## config.mk

```make
export PLATFORM = sky130hd
export DESIGN_NAME = xcorr_fft_peak_rx
export DESIGN_NICKNAME = d
export VERILOG_FILES = /design/src/rtl/xcorr_pkg.sv /design/src/rtl/xcorr_fft_peak_rx_cpx_pwr.sv /design/src/rtl/xcorr_fft_peak_rx.sv
export SDC_FILE = /design/constraint.sdc
export NUM_CORES = 1
export LEC_CHECK = 0
export BUFFER_PORTS_ARGS = -buffer_cell sky130_fd_sc_hd__buf_2
export CAP_MARGIN = 10
export CORE_MARGIN = 2
export CORE_UTILIZATION = 39
export DETAILED_ROUTE_END_ITERATION = 10
export PLACE_DENSITY = 0.55
export SKIP_LAST_GASP = 1
export SYNTH_ARGS = -nofsm -noshare
export SYNTH_HDL_FRONTEND = slang
export SYNTH_HIERARCHICAL = 1
export SYNTH_SLANG_ARGS = --single-unit
```

## constraint.sdc

```tcl
create_clock -name clk -period 6.2 [get_ports clk]
set_input_delay 1.55 -clock clk [delete_from_list [all_inputs] [get_ports clk]]
set_output_delay 1.55 -clock clk [all_outputs]
set_load 0.01 [all_outputs]
```

## src/rtl/xcorr_pkg.sv

```systemverilog
// xcorr_pkg: shared widths, peak result record and complex power helper
package xcorr_pkg;
  localparam int PWR_W = 24;
  localparam int EXP_W = 8;
  localparam int SMP_W = 12;
  localparam int IDX_MAX_W = 16;
  typedef struct packed {
    logic [IDX_MAX_W-1:0] idx;
    logic [PWR_W-1:0] pwr;
    logic [EXP_W-1:0] exp;
    logic det;
    logic err;
  } peak_res_t;
  function automatic logic [PWR_W-1:0] sq(input logic signed [SMP_W-1:0] x);
    logic signed [2*SMP_W-1:0] p;
    p = x * x;
    return PWR_W'(unsigned'(p));
  endfunction
  // (-2048)^2 * 2 = 2^23 fits in 24 bits, so the sum never wraps
  function automatic logic [PWR_W-1:0] cpx_pwr(input logic signed [SMP_W-1:0] i, input logic signed [SMP_W-1:0] q);
    return sq(i) + sq(q);
  endfunction
endpackage

```

## src/rtl/xcorr_fft_peak_rx_cpx_pwr.sv

```systemverilog
// xcorr_cpx_pwr: two-stage registered I^2+Q^2 with valid and tag passthrough
module xcorr_cpx_pwr
  import xcorr_pkg::*;
#(
  parameter int TAG_W = 1
) (
  input  logic                    clk,
  input  logic                    rst,
  input  logic                    ival,
  input  logic signed [SMP_W-1:0] idata_i,
  input  logic signed [SMP_W-1:0] idata_q,
  input  logic [TAG_W-1:0]        itag,
  output logic                    oval,
  output logic [PWR_W-1:0]        opwr,
  output logic [TAG_W-1:0]        otag
);
  logic v1;
  logic [PWR_W-1:0] sq_i, sq_q;
  logic [TAG_W-1:0] t1;
  always_ff @(posedge clk) begin
    if (rst) begin
      v1 <= 1'b0;
      oval <= 1'b0;
    end else begin
      v1 <= ival;
      oval <= v1;
    end
    sq_i <= sq(idata_i);
    sq_q <= sq(idata_q);
    t1 <= itag;
    opwr <= sq_i + sq_q;
    otag <= t1;
  end
endmodule

```

## src/rtl/xcorr_fft_peak_rx.sv

```systemverilog
// xcorr_fft_peak_rx: per-frame max-power bin search with length/exponent checks
module xcorr_fft_peak_rx
  import xcorr_pkg::*;
#(
  parameter int NFFT = 1024,
  parameter int IDX_W = $clog2(NFFT)
) (
  input  logic                    clk,
  input  logic                    rst,
  input  logic                    ival,
  input  logic signed [SMP_W-1:0] idata_i,
  input  logic signed [SMP_W-1:0] idata_q,
  input  logic [EXP_W-1:0]        iexp,
  input  logic                    ieop,
  input  logic [PWR_W-1:0]        ithr,
  output logic [IDX_W-1:0]        opeak_idx,
  output logic [PWR_W-1:0]        opeak_pwr,
  output logic [EXP_W-1:0]        oexp,
  output logic                    odet,
  output logic                    oerr,
  output logic                    oval
);
  localparam int TAG_W = IDX_W + 3 + EXP_W;
  logic [IDX_W-1:0] cnt;
  logic [EXP_W-1:0] frame_exp;
  logic first, wrap, last, bin_err;
  assign first = cnt == '0;
  assign wrap = cnt == IDX_W'(NFFT - 1);
  assign last = ieop | wrap;
  // a frame closes on eop or at the last bin; anything but eop exactly there is a length error
  assign bin_err = (last & ~(ieop & wrap)) | (~first & (iexp != frame_exp));
  always_ff @(posedge clk) begin
    if (rst) begin
      cnt <= '0;
      frame_exp <= '0;
    end else if (ival) begin
      cnt <= last ? '0 : cnt + 1'b1;
      frame_exp <= first ? iexp : frame_exp;
    end
  end
  logic p_val, p_first, p_last, p_err;
  logic [PWR_W-1:0] p_pwr;
  logic [IDX_W-1:0] p_idx;
  logic [EXP_W-1:0] p_exp;
  logic [TAG_W-1:0] p_tag;
  xcorr_cpx_pwr #(.TAG_W(TAG_W)) u_pwr (
    .clk(clk),
    .rst(rst),
    .ival(ival),
    .idata_i(idata_i),
    .idata_q(idata_q),
    .itag({cnt, first, last, bin_err, iexp}),
    .oval(p_val),
    .opwr(p_pwr),
    .otag(p_tag)
  );
  assign {p_idx, p_first, p_last, p_err, p_exp} = p_tag;
  logic [PWR_W-1:0] mx, n_pwr;
  logic [IDX_W-1:0] mx_idx, n_idx;
  logic [EXP_W-1:0] mx_exp, n_exp;
  logic mx_err, n_err, take;
  // the first bin of a frame always reloads the max so nothing leaks across frames
  always_comb begin
    take = p_first | (p_pwr > mx);
    n_pwr = take ? p_pwr : mx;
    n_idx = take ? p_idx : mx_idx;
    n_exp = p_first ? p_exp : mx_exp;
    n_err = p_err | (~p_first & mx_err);
  end
  peak_res_t res;
  always_ff @(posedge clk) begin
    if (rst) begin
      mx <= '0;
      mx_idx <= '0;
      mx_exp <= '0;
      mx_err <= 1'b0;
      res <= '0;
      oval <= 1'b0;
    end else begin
      oval <= p_val & p_last;
      if (p_val) begin
        mx <= n_pwr;
        mx_idx <= n_idx;
        mx_exp <= n_exp;
        mx_err <= n_err;
        if (p_last) res <= '{idx: IDX_MAX_W'(n_idx), pwr: n_pwr, exp: n_exp, det: n_pwr > ithr, err: n_err};
      end
    end
  end
  logic unused_idx_hi;
  assign unused_idx_hi = |(res.idx >> IDX_W);
  assign opeak_idx = res.idx[IDX_W-1:0];
  assign opeak_pwr = res.pwr;
  assign oexp = res.exp;
  assign odet = res.det;
  assign oerr = res.err;
endmodule

```

==> insert_results.sql, run 1 <==
INSERT INTO impl_metrics (metric_group, metric, value, unit) VALUES
('cts', 'post-cts-setup-buffers', '0', ''),
('sta', 'max-slew-margin-rel', '19.3', '%'),
('floorplan', 'effective_utilization_at_floorplan', '39.7', '%'),
('floorplan', 'die_area', '51700', 'µm²'),
('sta', 'min_period', '5.80', 'ns'),
('critical_path', 'cp.required', '6.61', 'ns'),
('critical_path', 'path_common_cell', 'inv_1', ''),
('sta', 'finClkSkew', '0.0119', 'ns'),
('yosys', 'ys_seq_elements', '220', ''),
('global_routing', 'grtUsageTotal', '16.9', '%'),
('finish', 'area_growth_from_synthesis_to_layout', '15.3', '%'),
('yosys', 'synthesis.instances', '2047', ''),
('critical_path', 'path_cells', 'buf_2, inv_1, nor2_1, inv_1, fa_1, inv_1, fa_1, inv_1, fa_1, inv_1, fa_1, inv_1, fa_1, inv_1, ha_1, and2_1, nand2_1, o21ai_1, a41o_1, nor2_1, o311ai_0', ''),
('cts', 'postCtsResizedCells', '0', ''),
('floorplan', 'num_io_pins', '105', ''),
('cts', 'numCtsBuffers', '25', ''),
('cts', 'cts.clk_slew.worst_paths', '0.06', 'ns'),
('floorplan', 'die_span_in_x', '227', 'µm'),
('yosys', 'synth.cell_area', '19500', 'µm²'),
('cts', 'tritoncts', 'yes', ''),
('sta', 'timing.setup.tns', '0', 'ns'),
('yosys', 'yosysSeqAreaShare', '22.6', '%'),
('pwr', 'power_leakage', '10.6', 'nW'),
('run', 'max_cap_violations', '0', ''),
('drt', 'avgViaCountPerCell', '4.86', ''),
('yosys', 'yosysWarnings', '6', ''),
('drt', 'wl_per_cell', '14.3', 'µm'),
('worst_hold_path', 'hold_class', 'reg2reg', ''),
('global_routing', 'grt_ovf', '0', ''),
('sta', 'hold_slack', '0.322', 'ns'),
('critical_path', 'critical_path.slowest_cell', 'fa_1', ''),
('drt', 'final_routed_drc_violation_total', '0', ''),
('cts', 'clock_tree.htree_level_count', '1', ''),
('critical_path', 'crit_arrival', '6.21', 'ns'),
('cts', 'clock_tree.root_cell', 'clkbuf_16', ''),
('global_routing', 'grt_max_degree', '109', ''),
('sta', 'hold_viol', '0', ''),
('drt', 'dr_total_vias', '14180', ''),
('pwr', 'vdd_drop_max', '0.457', 'mV'),
('global_routing', 'grt_pass1_wl', '72000', 'µm'),
('critical_path', 'worst-path-max-fanout', '4', ''),
('placed_design', 'io_buffers', '104', ''),
('drt', 'drt_iter0_drc', '594', ''),
('cts', 'clkSinkCount', '220', ''),
('drt', 'detail_route.wirelength', '41900', 'µm'),
('global_routing', 'antenna_found_initial', '0', ''),
('critical_path', 'critPathBufInv', '8', ''),
('placed_design', 'rd_place_congestion', '0.815', ''),
('placed_design', 'post-dp-hpwl', '34200', 'µm'),
('finish', 'drive_above_1_share', '13.9', '%'),
('critical_path', 'timing.critical_path.max_delay_family', 'adder cells', ''),
('sta', 'grt_setup_unrepaired', 'false', ''),
('floorplan', 'placement_rows', '81', ''),
('floorplan', 'die_h', '227', 'µm'),
('yosys', 'synth_cell_type_count', '74', ''),
('sta', 'report.final.setup_viol', '0', ''),
('sta', 'drv_slew', '0', ''),
('cts', 'clk_path_buf_depth', '3', ''),
('critical_path', 'timing.critical_path.from_type', 'primary input', ''),
('sta', 'clock.fmax', '172', 'MHz'),
('sta', 'post-route-period-util', '93.5', '%'),
('critical_path', 'timing.critical_path.to_type', 'flop', ''),
('yosys', 'synth_edf_count', '0', ''),
('yosys', 'synth_nets', '2540', ''),
('pwr', 'power.total', '12.6', 'mW'),
('drt', 'first_pass_iters', '5', ''),
('critical_path', 'crit_path_max_incr_delay', '0.53', 'ns'),
('cts', 'ctsHoldBuffers', '0', ''),
('cts', 'clock_insertion_delay_worst_skew', '0.53', 'ns'),
('pwr', 'power.density', '563', 'nW/µm²'),
('finish', 'finish.net_count', '2730', ''),
('yosys', 'ys_dominant_reg_cell', 'dfxtp_1', ''),
('critical_path', 'crit_type', 'in2reg', ''),
('yosys', 'asyncSetResetFlopFracSynth', '0', '%'),
('sta', 'timing_worst_slew_pin_value', '1.21', 'ns'),
('floorplan', 'core', '49100', 'µm²'),
('global_routing', 'grt_pass1_vias', '15235', ''),
('run_status', 'status', 'completed', ''),
('yosys', 'synth.avg_cell_area', '9.51', 'µm²'),
('finish', 'antennaDiodeCount', '0', ''),
('drt', 'drt.antenna.violating_nets', '0', '');
-- cell usage in the layout (no fill, tap or decap), drive strengths merged, types with 4 or more instances in the layout --
cell,count
a211oi,17
a21boi,4
a21o,27
a21oi,75
a311oi,12
and2,73
and3,12
buf,236
bufinv,7
clkbuf,27
clkinv,6
dfxtp,220
fa,246
ha,187
inv,401
mux2,23
mux2i,46
nand2,121
nand2b,75
nand3,27
nand3b,4
nand4,16
nor2,106
nor2b,11
nor3,11
nor4,4
o2111ai,26
o211ai,51
o21a,9
o21ai,45
o21bai,7
o31ai,6
xnor2,59
xor2,18
-- per-layer routing --
metal  routed length (µm)  part of all wire (%)  global-route usage [%]  vias to the layer above
met5                    0                     0                       0                        -
met4                  595                   1.4                    3.61                        0
met3                 1370                   3.3                    1.56                       39
met2                21100                    50                    30.8                      213
met1                18800                    45                    21.6                     6965
li1                     -                     -                       -                     6963
-- cells by family after synthesis --
logic type      count (synthesis)  share of synthesized area, %
compound gates                304                          11.3
flops                         220                          22.6
buf+inv                       473                          9.38
fa+ha+maj                     433                          37.3
simple gates                  471                          12.2
mux                            69                          3.70
xor+xnor                       77                          3.47
-- path summary, 6_finish.rpt --
| kind | start | endpoint | slack [ns] | cells after the start |
|---|---|---|---|---|
| worst max-delay path | idata_i[4] | u_pwr/sq_i[22]$_DFF_P_ | 0.40 | 21 |
| worst min-delay path | u_pwr/t1[18]$_DFF_P_ | u_pwr/otag[18]$_DFF_P_ | 0.32 | 0 |
| worst max register to register | mx[23]$_SDFFE_PP0P_ | odet$_SDFFE_PP0P_ | 2.02 | 16 |
| worst min register to register | u_pwr/t1[18]$_DFF_P_ | u_pwr/otag[18]$_DFF_P_ | 0.32 | 0 |
-- where the power goes --
part / internal [mW] / leakage, nW / switching, mW / total [mW]
Clock: 1.04 / 0.446 / 0.597 / 1.64
Sequential: 1.81 / 1.81 / 0.209 / 2.02
Combinational: 4.26 / 8.36 / 4.72 / 8.98
-- registers in the layout (all words and copies together) (netlist names), 21 cells and up --
| signal | cells |
|---|---|
| mx | 24 |
| u_pwr/t1 | 21 |
| opeak_pwr | 24 |
| u_pwr/opwr | 24 |
| u_pwr/sq_i | 23 |
| u_pwr/otag | 21 |
| u_pwr/sq_q | 23 |
-- area by class of cell --
class,instances,area [µm²]
fill,4798,26600
multi-input combinational,1354,13200
sequential,220,4400
timing repair buffer,236,1540
inverter,400,1500
tap,664,831
clock buffer,27,643
clock inverter,17,278
-- synthesized netlist by cell type, types with 13 or more instances --
cell         n  share of area (%)
a211oi_1    13               0.50
a21o_1      27                1.0
a21oi_1     72                1.9
and2_1      73                2.3
clkbuf_1    58                1.1
dfxtp_1    220                 23
fa_1       246                 25
ha_1       187                 12
inv_1      398                7.7
mux2_1      23                1.3
mux2i_1     46                2.4
nand2_1    121                2.3
nand2b_1    75                2.4
nand3_1     25               0.64
nand4_1     15               0.48
nor2_1     106                2.0
o2111ai_1   25                1.1
o211ai_1    49                1.9
o21ai_0     35               0.90
xnor2_1     59                2.7
xor2_1      18               0.81
-- through the flow --
step / std cells / setup slack, ns / instance area [µm²] / util [%]
6_report: 2918 / 0.400 / 22400 / 45.7
5_1_grt: 2918 / 0.0595 / 22400 / 45.7
4_1_cts: 2918 / 0.399 / 22400 / 45.7
3_5_place_dp: 2874 / -0.137 / 21500 / 43.8
3_3_place_gp: 2874 / -0.0974 / 21500 / 43.8
2_1_floorplan: 2047 / 0.00105 / 19500 / -
(Power assumes the default switching activity.)
==> run 2: changes to the inputs <==
Settings changed: GPL_TIMING_DRIVEN set to 0.
==> run 2 against run 1 <==
  * Setup slack got worse by 0.18 ns
  * Flip-flop and latch count unchanged
  * Sequential share of layout area increased by 0.60 points
  * Final cell count decreased by 2.5%
  * Utilization decreased by 1.4 points
  * Die area unchanged
  * Critical endpoint is now u_pwr/sq_i[19]$_DFF_P_
==> insert_results.sql, run 2 (synthesis results as in run 1) <==
INSERT INTO impl_metrics (metric_group, metric, value, unit) VALUES
('finish', 'antennaDiodeCount', '0', ''),
('drt', 'first_pass_iters', '5', ''),
('finish', 'most_common_cell_after_layout_fill_and_taps_aside', 'inv_1', ''),
('cts', 'tritoncts', 'yes', ''),
('finish', 'area_growth_from_synthesis_to_layout', '11.8', '%'),
('floorplan', 'die_area', '51700', 'µm²'),
('cts', 'clock_tree.root_cell', 'clkbuf_16', ''),
('sta', 'timing_worst_slew_pin_value', '0.576', 'ns'),
('sta', 'report.final.setup_viol', '0', ''),
('pwr', 'vdd_drop_max', '0.442', 'mV'),
('sta', 'grt_setup_unrepaired', 'true', ''),
('placed_design', 'rd_place_congestion', '0.829', ''),
('floorplan', 'placement_rows', '81', ''),
('sta', 'hold_slack', '0.325', 'ns'),
('run_status', 'status', 'completed', ''),
('critical_path', 'crit_arrival', '6.39', 'ns'),
('pwr', 'power_leakage', '10.1', 'nW'),
('sta', 'max-slew-margin-rel', '61.3', '%'),
('cts', 'clock_tree.htree_level_count', '1', ''),
('sta', 'hold_viol', '0', ''),
('sta', 'finClkSkew', '0.0229', 'ns'),
('critical_path', 'timing.critical_path.from_type', 'primary input', ''),
('placed_design', 'post-dp-hpwl', '35700', 'µm'),
('finish', 'post-route-cell-area', '21800', 'µm²'),
('sta', 'drv_slew', '0', ''),
('drt', 'detail_route.wirelength', '42400', 'µm'),
('finish', 'finalNonFillerCells', '2846', ''),
('pwr', 'p_switching', '5.41', 'mW'),
('drt', 'drt_iter0_drc', '736', ''),
('cts', 'clock_insertion_delay_worst_skew', '0.52', 'ns'),
('finish', 'finish.net_count', '2657', ''),
('floorplan', 'die_h', '227', 'µm'),
('floorplan', 'effective_utilization_at_floorplan', '39.7', '%'),
('floorplan', 'die_span_in_x', '227', 'µm'),
('cts', 'numCtsBuffers', '25', ''),
('critical_path', 'worst-path-max-fanout', '12', ''),
('critical_path', 'crit_type', 'in2reg', ''),
('floorplan', 'core', '49100', 'µm²'),
('sta', 'clock.fmax', '167', 'MHz'),
('cts', 'cts.clk_slew.worst_paths', '0.06', 'ns'),
('global_routing', 'grtUsageTotal', '17.2', '%'),
('pwr', 'p_seq_share', '17.2', '%'),
('placed_design', 'io_buffers', '101', ''),
('cts', 'clk_path_buf_depth', '3', ''),
('global_routing', 'grt_pass1_vias', '14744', ''),
('placed_design', 'numPlacedInstances', '2812', ''),
('pwr', 'power.share.switching', '45.9', '%'),
('floorplan', 'num_io_pins', '105', ''),
('worst_hold_path', 'hold_class', 'reg2reg', ''),
('run', 'max_cap_violations', '0', ''),
('cts', 'ctsHoldBuffers', '0', ''),
('global_routing', 'grt_max_degree', '15', ''),
('drt', 'final_routed_drc_violation_total', '0', ''),
('cts', 'clkSinkCount', '220', ''),
('drt', 'dr_total_vias', '13837', ''),
('critical_path', 'cp.required', '6.61', 'ns'),
('sta', 'min_period', '5.98', 'ns'),
('finish', 'drive_above_1_share', '10.3', '%'),
('drt', 'drt.antenna.violating_nets', '0', ''),
('drt', 'wl_per_cell', '14.9', 'µm'),
('pwr', 'design_internal_power', '6.38', 'mW'),
('pwr', 'share_of_total_power_in_the_clock_network', '12.9', '%'),
('pwr', 'power.density', '542', 'nW/µm²'),
('pwr', 'combPwrFrac', '70.0', '%'),
('global_routing', 'grt_ovf', '0', ''),
('finish', 'most-common-layout-cells', 'inv_1 (392), fa_1 (244), dfxtp_1 (220), ha_1 (184), nand2_1 (120)', ''),
('critical_path', 'timing.critical_path.to_type', 'flop', ''),
('sta', 'post-route-period-util', '96.5', '%'),
('placed_design', 'place_area', '20800', 'µm²'),
('global_routing', 'antenna_found_initial', '0', ''),
('global_routing', 'grt_pass1_wl', '72000', 'µm'),
('drt', 'avgViaCountPerCell', '4.86', '');
-- run 2: changes by cell type in the layout (fill, tap and decap cells not counted), moves of 5 or more --
cell | before | now
buf_4 | 130 | 7
clkbuf_1 | 1 | 40
clkbuf_4 | 0 | 9
inv_1 | 398 | 392
nor2_1 | 106 | 100
nor2_2 | 0 | 5
-- run 2: layout make-up --
type | count | area (µm²)
Multi-Input combinational cell | 1354 | 13300
Clock buffer | 33 | 686
Sequential cell | 220 | 4400
Clock inverter | 12 | 165
Fill cell | 4822 | 27300
Inverter | 400 | 1510
Tap cell | 664 | 831
Buffer | 59 | 297
Timing Repair Buffer | 104 | 538
-- run 2: per-layer routing --
metal	global-route usage (%)	wire, µm	vias up	part of all wire (%)
li1	-	-	6829	-
met5	0	0	-	0
met3	1.60	1380	30	3.3
met4	2.93	455	0	1.1
met1	22.2	18900	6782	45
met2	31.4	21600	196	51
-- run 2: worst paths after layout --
check	startpoint	endpoint	slack [ns]	depth (start not counted)
worst max-delay path	idata_i[4]	u_pwr/sq_i[19]$_DFF_P_	0.22	22
worst min-delay path	u_pwr/t1[0]$_DFF_P_	u_pwr/otag[0]$_DFF_P_	0.33	0
worst max register to register	u_pwr/opwr[23]$_DFF_P_	odet$_SDFFE_PP0P_	1.87	15
worst min register to register	u_pwr/t1[0]$_DFF_P_	u_pwr/otag[0]$_DFF_P_	0.33	0
-- run 2: power by group through the flow --
stage / combinational, mW / sequential [mW] / clock (mW)
2_1_floorplan: 6.49 / 1.95 / 0
3_3_place_gp: 8.00 / 2.05 / 0
3_5_place_dp: 8.13 / 2.06 / 0
4_1_cts: 8.19 / 2.03 / 1.56
5_1_grt: 9.55 / 2.05 / 1.62
6_report: 8.25 / 2.02 / 1.52
-- run 2: critical path: stages --
cell and delay, ns:
clkbuf_4 0.21, inv_1 0.12, nor2_2 0.14, inv_1 0.07, fa_1 0.51, inv_1 0.05, fa_1 0.47, inv_1 0.06
fa_1 0.53, inv_1 0.05, fa_1 0.53, inv_1 0.05, fa_1 0.53, inv_1 0.06, ha_4 0.25, a21oi_2 0.18
o21ai_0 0.10, o211ai_1 0.13, nand3_2 0.16, o31ai_4 0.33, a21boi_1 0.12, o21ba_1 0.19
-- run 2: repair_timing --
action,in CTS,in global routing
endpoints found under the setup margin,10,16
gates cloned,0,0
buffers inserted,1,2
pin swaps,1,5
gates resized for setup,11,48
-- run 2: stage by stage --
stage / TNS (ns) / power [mW] / setup WS [ns] / util, %
2_1_floorplan: 0 / 8.44 / 0.00105 / -
3_3_place_gp: -10.10 / 10.0 / -0.746 / 42.4
3_5_place_dp: -10.98 / 10.2 / -0.816 / 42.4
4_1_cts: -0.00260 / 11.8 / -0.00260 / 44.1
5_1_grt: -0.00874 / 13.2 / -0.00643 / 44.4
6_report: 0 / 11.8 / 0.220 / 44.4
==> run 3: changes to the inputs <==
Settings changed: CORE_MARGIN 2 to 4.
==> run 3 against run 2 <==
  * Routed wire length is 1.7% higher
  * Maximum frequency is 0.45% lower
  * Global-route usage is 0.94 points lower
  * Flip-flop and latch count stayed put
  * Setup slack worse by 0.027 ns
  * Via count is 1.6% higher
  * Sequential power hardly changed
  * Highest routed layer unchanged
  * Final area is 1.1% higher
  * Critical path depth stayed put
  * Largest cell class unchanged
==> insert_results.sql, run 3 (synthesis results as in run 1) <==
INSERT INTO impl_metrics (metric_group, metric, value, unit) VALUES
('run_status', 'status', 'completed', ''),
('floorplan', 'num_io_pins', '105', ''),
('global_routing', 'grtUsageTotal', '16.2', '%'),
('finish', 'finish.net_count', '2664', ''),
('drt', 'avgViaCountPerCell', '4.92', ''),
('global_routing', 'grt_max_degree', '15', ''),
('sta', 'clock.fmax', '166', 'MHz'),
('cts', 'cts.clk_slew.worst_paths', '0.06', 'ns'),
('drt', 'first_pass_iters', '5', ''),
('cts', 'tritoncts', 'yes', ''),
('critical_path', 'crit_arrival', '6.45', 'ns'),
('placed_design', 'io_buffers', '101', ''),
('critical_path', 'worst_r2r_path_depth', '15', ''),
('critical_path', 'timing.critical_path.from_type', 'primary input', ''),
('finish', 'finalNonFillerCells', '2856', ''),
('sta', 'timing.setup.tns', '0', 'ns'),
('sta', 'finClkSkew', '0.0162', 'ns'),
('placed_design', 'rd_place_congestion', '0.825', ''),
('sta', 'report.final.setup_viol', '0', ''),
('finish', 'area_growth_from_synthesis_to_layout', '13.0', '%'),
('critical_path', 'crit_cells', '22', ''),
('sta', 'grt_setup_unrepaired', 'true', ''),
('cts', 'clock_tree.htree_level_count', '1', ''),
('global_routing', 'antenna_found_initial', '1', ''),
('run', 'max_cap_violations', '0', ''),
('sta', 'drv_slew', '0', ''),
('critical_path', 'worst-path-max-fanout', '7', ''),
('drt', 'wl_per_cell', '15.1', 'µm'),
('drt', 'drt.antenna.violating_nets', '0', ''),
('finish', 'most-common-layout-cells', 'inv_1 (393), fa_1 (245), dfxtp_1 (220), ha_1 (183), nand2_1 (120)', ''),
('cts', 'clock_tree.root_cell', 'clkbuf_16', ''),
('sta', 'min_period', '6.01', 'ns'),
('sta', 'timing_worst_slew_pin_value', '0.604', 'ns'),
('placed_design', 'numPlacedInstances', '2812', ''),
('critical_path', 'path_common_cell', 'inv_1', ''),
('finish', 'num-fill-cells', '4790', ''),
('critical_path', 'crit_type', 'in2reg', ''),
('critical_path', 'crit_path_max_incr_delay', '0.54', 'ns'),
('cts', 'clk_path_buf_depth', '3', ''),
('floorplan', 'effective_utilization_at_floorplan', '39.6', '%'),
('finish', 'multi_input_comb_area', '13300', 'µm²'),
('drt', 'drt_iter0_drc', '498', ''),
('critical_path', 'cp.required', '6.64', 'ns'),
('floorplan', 'die_area', '53500', 'µm²'),
('finish', 'most_common_cell_after_layout_fill_and_taps_aside', 'inv_1', ''),
('finish', 'drive_above_1_share', '10.8', '%'),
('global_routing', 'grt_pass1_vias', '14617', ''),
('worst_hold_path', 'hold_class', 'reg2reg', ''),
('floorplan', 'core', '49200', 'µm²'),
('global_routing', 'grt_pass1_wl', '72000', 'µm'),
('sta', 'post-route-period-util', '96.9', '%'),
('floorplan', 'placement_rows', '81', ''),
('cts', 'numCtsBuffers', '26', ''),
('worst_hold_path', 'hold_depth', '0', ''),
('cts', 'clkSinkCount', '220', ''),
('drt', 'detail_route.wirelength', '43100', 'µm'),
('sta', 'max-slew-margin-rel', '59.7', '%'),
('finish', 'flip_flop_and_latch_area', '4400', 'µm²'),
('pwr', 'power.density', '551', 'nW/µm²'),
('critical_path', 'critPathBufInv', '8', ''),
('critical_path', 'timing.critical_path.to_type', 'flop', ''),
('pwr', 'power_leakage', '10.2', 'nW'),
('critical_path', 'critical_path.slowest_cell', 'fa_1', ''),
('drt', 'dr_total_vias', '14056', ''),
('cts', 'clock_insertion_delay_worst_skew', '0.53', 'ns'),
('floorplan', 'die_h', '231', 'µm'),
('global_routing', 'grt_ovf', '0', ''),
('drt', 'final_routed_drc_violation_total', '0', ''),
('critical_path', 'path_cells', 'clkbuf_4, clkinvlp_4, nor2_4, inv_1, fa_1, inv_1, fa_1, inv_1, fa_1, inv_1, fa_1, inv_1, fa_1, inv_1, ha_4, a21oi_2, o21ai_0, o211ai_1, nand3_2, o31ai_4, o21ai_1, xnor2_1', ''),
('sta', 'hold_viol', '0', ''),
('floorplan', 'die_span_in_x', '231', 'µm'),
('critical_path', 'timing.critical_path.max_delay_family', 'adder cells', ''),
('placed_design', 'post-dp-hpwl', '36000', 'µm'),
('pwr', 'vdd_drop_max', '0.417', 'mV');
## run 3: worst reg2reg max path: stages, from the launching register on
cell and delay, ns:
dfxtp_1 0.53, ha_1 0.33, nand4_2 0.17, o21ai_1 0.11
a211oi_2 0.25, nand2_1 0.26, o21ai_2 0.39, buf_4 0.27
mux2_1 0.38, ha_1 0.30, a21o_1 0.18, a21o_1 0.17
a21oi_1 0.25, o21ai_0 0.19, a211oi_1 0.22, o21ai_0 0.11
## run 3: path summary, 6_finish.rpt
kind | startpoint | endpoint | slack (ns)
max | idata_i[8] | u_pwr/sq_i[23]$_DFF_P_ | 0.19
min reg2reg | u_pwr/t1[13]$_DFF_P_ | u_pwr/otag[13]$_DFF_P_ | 0.32
max reg2reg | u_pwr/opwr[23]$_DFF_P_ | odet$_SDFFE_PP0P_ | 1.96
min | u_pwr/t1[13]$_DFF_P_ | u_pwr/otag[13]$_DFF_P_ | 0.32
## run 3: metal layers
layer | wire length (µm) | up-vias | global-route usage [%]
li1 | - | 6852 | -
met1 | 19100 | 6922 | 21.2
met2 | 21900 | 232 | 29.3
met3 | 1380 | 50 | 1.46
met4 | 739 | 0 | 3.36
met5 | 0 | - | 0
## run 3: final cells by class
cell class                      instances  area share [%]
Antenna cell                            1          0.0114
Buffer                                 59            1.33
Clock buffer                           32            3.29
Clock inverter                         16            1.40
Inverter                              400            6.91
Multi-Input combinational cell       1354            60.6
Sequential cell                       220            20.0
Tap cell                              664            3.78
Timing Repair Buffer                  110            2.66
## run 3: what timing repair did
action | CTS | global route
setup buffers | 2 | 7
hold buffers | 0 | 0
gates resized for setup | 11 | 45
setup endpoints to repair | 12 | 16
pin swaps | 1 | 4
endpoints found under the hold margin | 0 | 0
## run 3: metrics by stage
stage               hold WS [ns]  power (mW)  area (µm²)  utilization [%]  setup slack, ns
finish                     0.317        12.1       22000             44.7            0.193
global route               0.320        13.5       22000             44.7          -0.0568
CTS                        0.320        12.0       21800             44.4         0.000654
detailed placement         0.312        10.2       20800             42.3           -0.814
global placement           0.312        10.0       20800             42.3           -0.740
floorplan                  0.310        8.44       19500                -          0.00105
## run 3: where the power goes
| part | leakage [nW] | total (mW) | switching (mW) | internal [mW] |
|---|---|---|---|---|
| clock | 0.498 | 1.78 | 0.611 | 1.17 |
| sequential | 1.81 | 2.02 | 0.211 | 1.81 |
| combinational | 7.88 | 8.31 | 4.66 | 3.65 |
| total | 10.2 | 12.1 | 5.48 | 6.63 |
